$ cat src/rtl/pulse_meter_pkg.sv
// Shared types and defaults for the gated pulse frequency meter.
// Imported by the timer and the top level.
package pulse_meter_pkg;

    typedef enum logic {
        ST_IDLE  = 1'b0,
        ST_COUNT = 1'b1
    } meter_state_t;

    localparam int unsigned DEF_GATE_CYCLES = 27_000_000;
    localparam int unsigned DEF_CNT_W       = 24;

endpackage

$ cat src/rtl/pulse_freq_meter_gate_timer.sv
// Terminal counter for fixed-length measurement windows.
// Runs 0..N-1 while en is high; last strobes on N-1 and wraps.
module gate_timer
    import pulse_meter_pkg::*;
#(
    parameter int unsigned N = DEF_GATE_CYCLES
) (
    input  logic clk,
    input  logic rst_n,
    input  logic clr,
    input  logic en,
    output logic last
);

    localparam int unsigned TW = (N > 1) ? $clog2(N) : 1;
    localparam logic [TW-1:0] LAST_T = TW'(N - 1);

    logic [TW-1:0] timer_q;
    logic          at_last;

    assign at_last = (timer_q == LAST_T);
    assign last    = en && at_last;

    always_ff @(posedge clk or negedge rst_n) begin
        if (!rst_n) begin
            timer_q <= '0;
        end else if (clr) begin
            timer_q <= '0;
        end else if (en) begin
            if (at_last) begin
                timer_q <= '0;
            end else begin
                timer_q <= timer_q + TW'(1);
            end
        end
    end

endmodule

$ cat src/rtl/pulse_freq_meter.sv
// Gated edge counter: counts edge_in pulses over GATE_CYCLES clocks and
// publishes each window's result on a valid/ready output register.
module pulse_freq_meter
    import pulse_meter_pkg::*;
#(
    parameter int unsigned GATE_CYCLES = DEF_GATE_CYCLES,
    parameter int unsigned CNT_W       = DEF_CNT_W
) (
    input  logic             clk,
    input  logic             rst_n,
    input  logic             enable,
    input  logic             edge_in,
    output logic             freq_valid,
    input  logic             freq_ready,
    output logic [CNT_W-1:0] freq_count,
    output logic             overflow,
    output logic             overrun
);

    localparam logic [CNT_W-1:0] CNT_MAX = '1;

    meter_state_t state_q;
    meter_state_t state_d;
    logic         run;
    logic         win_end;

    logic [CNT_W-1:0] count_q;
    logic             sat_q;
    logic [CNT_W-1:0] count_next;
    logic             sat_next;
    logic             at_max;

    logic [CNT_W-1:0] res_count_q;
    logic             res_ovf_q;
    logic             res_ovr_q;
    logic             res_valid_q;

    always_ff @(posedge clk or negedge rst_n) begin
        if (!rst_n) begin
            state_q <= ST_IDLE;
        end else begin
            state_q <= state_d;
        end
    end

    // Dropping enable in COUNT aborts, including on the window-end cycle.
    always_comb begin
        state_d = state_q;
        run     = 1'b0;
        unique case (state_q)
            ST_IDLE: begin
                if (enable) begin
                    state_d = ST_COUNT;
                end
            end
            ST_COUNT: begin
                if (enable) begin
                    run = 1'b1;
                end else begin
                    state_d = ST_IDLE;
                end
            end
            default: state_d = ST_IDLE;
        endcase
    end

    gate_timer #(
        .N (GATE_CYCLES)
    ) u_gate_timer (
        .clk   (clk),
        .rst_n (rst_n),
        .clr   (!run),
        .en    (run),
        .last  (win_end)
    );

    assign at_max     = (count_q == CNT_MAX);
    assign count_next = at_max ? CNT_MAX : count_q + CNT_W'(edge_in);
    assign sat_next   = sat_q || (edge_in && at_max);

    // Window end restarts at zero so the next cycle opens a new window.
    always_ff @(posedge clk or negedge rst_n) begin
        if (!rst_n) begin
            count_q <= '0;
            sat_q   <= 1'b0;
        end else if (!run || win_end) begin
            count_q <= '0;
            sat_q   <= 1'b0;
        end else begin
            count_q <= count_next;
            sat_q   <= sat_next;
        end
    end

    always_ff @(posedge clk or negedge rst_n) begin
        if (!rst_n) begin
            res_count_q <= '0;
            res_ovf_q   <= 1'b0;
            res_ovr_q   <= 1'b0;
            res_valid_q <= 1'b0;
        end else if (win_end) begin
            res_count_q <= count_next;
            res_ovf_q   <= sat_next;
            res_ovr_q   <= res_valid_q && !freq_ready;
            res_valid_q <= 1'b1;
        end else if (res_valid_q && freq_ready) begin
            res_valid_q <= 1'b0;
        end
    end

    assign freq_valid = res_valid_q;
    assign freq_count = res_count_q;
    assign overflow   = res_ovf_q;
    assign overrun    = res_ovr_q;

endmodule

$ cat config.mk
export PLATFORM = sky130hd
export DESIGN_NAME = pulse_freq_meter
export DESIGN_NICKNAME = d
export VERILOG_FILES = /design/src/rtl/pulse_meter_pkg.sv /design/src/rtl/pulse_freq_meter_gate_timer.sv /design/src/rtl/pulse_freq_meter.sv
export SDC_FILE = /design/constraint.sdc
export NUM_CORES = 1
export LEC_CHECK = 0
export CAP_MARGIN = 20
export CORE_AREA = 5 5 91 110
export CTS_CLUSTER_SIZE = 25
export DETAILED_ROUTE_END_ITERATION = 6
export DIE_AREA = 0 0 96 115
export SLEW_MARGIN = 40
export SYNTH_ARGS = -nofsm -noshare
export SYNTH_HDL_FRONTEND = slang
export SYNTH_SLANG_ARGS = --single-unit
$ cat constraint.sdc
create_clock -name clk -period 4.6 [get_ports clk]
set_input_delay 0.69 -clock clk [delete_from_list [all_inputs] [get_ports clk]]
set_output_delay 0.69 -clock clk [all_outputs]
set_load 0.005 [all_outputs]
==> results.ini <==
[sta]
tightest_slew_ps = 714
setup_tns_ps = 0
slew-limit-headroom_pct = 52.4
period_share_pct = 56.8
slew_viol_final = 0
hold_viol_final = 0
rsz0062_at_grt = no
max_freq_mhz = 383
period_minus_slack_ps = 2610
clock_skew_ps = 10.5
setup_viol = 0

[clock_tree]
post_cts_buffers = 0
clk_path_buf_depth = 2
cts_buffers = 9
path_clk_slew_ps = 90
clk_latency_ps = 360
numClockSinks = 78
cts_tree = done
h-tree-depth = 3
postCtsResizedCells = 0
ctsRootBufferMaster = clkbuf_8
cts_hold_buffers = 0

[pwr]
power.density_nw_per_um2 = 284
ir_worst_vdd_uv = 168
p_leak_nw = 1.77
total_power_mw = 1.19

[logic_synthesis]
syn_avg_cell_area_um2 = 10.1
netlist_instances = 359
yosys_warnings = 0
syn_nets = 367
yosys.cell_types.count = 34
ys_ff_latch = 78
yosysSeqAreaShare_pct = 53.9
syn-cell-area_um2 = 3620

[global_route]
grt_pass1_wl_um = 12200
grt_antenna_before_repair = 0
grt_max_degree = 79
grt_usage_pct = 14.3
grt_pass1_vias = 2505
overflow = 0

[setup_path]
r2r_cells = 6
cp-start-kind = input port
worst-endpoint-required_ps = 4820
crit_fanout = 7
end_kind = flop
r2r-start = u_gate_timer.timer_q[0]
path_class = input port to flop
r2r_slack_ps = 2210
r2r-end = count_q[0]
setup.worst_path.start = edge_in
cp.arrival_ps = 2830

[placed_design]
numPortBuffers = 31
place.gp.congestion = 0.745
dp_hpwl_um = 4660

[route]
wl_um = 7080
drc = 0
vias = 2577
drtIter0Drc = 130
dr.pass1.iters = 4
ant_nets = 0
vias_per_cell = 5.01
route.detailed.wl_per_inst_um = 13.8

[cells_and_area]
final_common_cell = dfrtp_1
nNetsFinal = 397
n_antenna_cell = 0
drive_above_1_share_pct = 8.88
layout_common_cells = dfrtp_1 (78), nor2_1 (76), nand2_1 (35)
area_growth_pct = 15.4

[floorplanning]
num_rows = 38
core_um2 = 8840
die_w_um = 96
die_area_um2 = 11000
start_util_pct = 40.9
dieHeight_um = 115
io_pins = 32

[worst_hold_path]
hp-class = input port to asynchronous set/reset pin

[status]
status = completed

[job]
maxCapViolations = 0

==> power breakdown <==
part           leakage (nW)  switching [mW]  internal, mW
clock network        0.0857           0.258         0.211
logic                 0.595          0.0230       0.00531
registers              1.09         0.00173         0.687
total                  1.77           0.283         0.903
==> cell families after synthesis <==
kind of cell,Yosys count,share of synthesized area (%)
buf+inv,16,3.11
xor+xnor,44,10.7
simple gates,183,25.6
compound gates,35,5.71
flops,78,53.9
fa+ha+maj,3,1.04
==> worst max path at each step <==
stage               depth (start not counted)  slack, ps          end
CTS                                         8       1980  count_q[22]
detailed placement                          8       1590  count_q[22]
global route                                8       1810  count_q[22]
finish                                      8       1990  count_q[22]
floorplan                                   7       2440  count_q[22]
global placement                            8       1640  count_q[22]
==> stage by stage <==
| stage | std cells | area, µm² | hold slack (ps) | util (%) | setup WS [ps] |
|---|---|---|---|---|---|
| after global routing | 514 | 4170 | 421 | 47.2 | 1810 |
| final | 514 | 4170 | 351 | 47.2 | 1990 |
| after floorplan | 359 | 3620 | 394 | - | 2440 |
| after detailed placement | 498 | 4000 | 466 | 45.2 | 1590 |
| after global placement | 498 | 3980 | 460 | 45.0 | 1640 |
| after CTS | 514 | 4170 | 383 | 47.2 | 1980 |
==> flip-flops by register name, indices dropped and copies added (netlist names) <==
signal / flops
sat_q: 1
count_q: 24
overrun: 1
state_q: 1
freq_count: 24
freq_valid: 1
overflow: 1
u_gate_timer.timer_q: 25
==> cell usage after synthesis <==
master    number  area share, %
a31oi_1        1           0.17
buf_4          1           0.21
clkbuf_1       2           0.21
nand2_1       35            3.6
nand4_4        1           0.59
nand2b_1       1           0.17
and3_2         1           0.21
xor2_1        24            5.8
nor3_1         9            1.2
inv_1          4           0.41
and4_1         8            1.9
ha_1           3            1.0
o21ai_2        8            1.9
and2_1         1           0.17
nor2_1        76            7.9
or4_1          1           0.21
xnor2_1       20            4.8
nand3_2        2           0.55
buf_6          6            1.9
nor4_2         2           0.69
or4_4          1           0.31
o21ai_0        1           0.14
buf_2          3           0.41
nand2_2        1           0.17
nand4_2        1           0.35
nor2_4         1           0.31
nor4_1         6            1.0
dfrtp_1       78             54
nand4_1       14            2.4
nor4_4         1           0.59
a21oi_1       16            2.2
o21ai_1        9            1.2
nand3_1       16            2.2
and3_1         5           0.86
==> metal layers <==
layer  routed length [µm]  track usage (%)  vias up  share of wire [%]
met4                   89             5.60        0                1.3
met5                    0                0        -                  0
met1                 3310             18.9     1248                 47
met3                  338             4.84        8                4.8
li1                     -                -     1283                  -
met2                 3340             21.5       38                 47
==> critical path, cell delays in order <==
cell and delay, ps:
clkdlybuf4s50_1 490, ha_1 210, ha_1 190, nand3_1 250, nor4_2 550, nand4_1 180
xor2_1 190, a21oi_1 90
==> area by class of cell <==
class	instances	area [µm²]
Fill cell	883	4670
Tap cell	120	150
Clock buffer	11	141
Multi-Input combinational cell	265	1570
Sequential cell	78	1950
Clock inverter	5	33.8
Inverter	4	15.0
Timing Repair Buffer	31	312
Power figures use the tool's default switching activity.
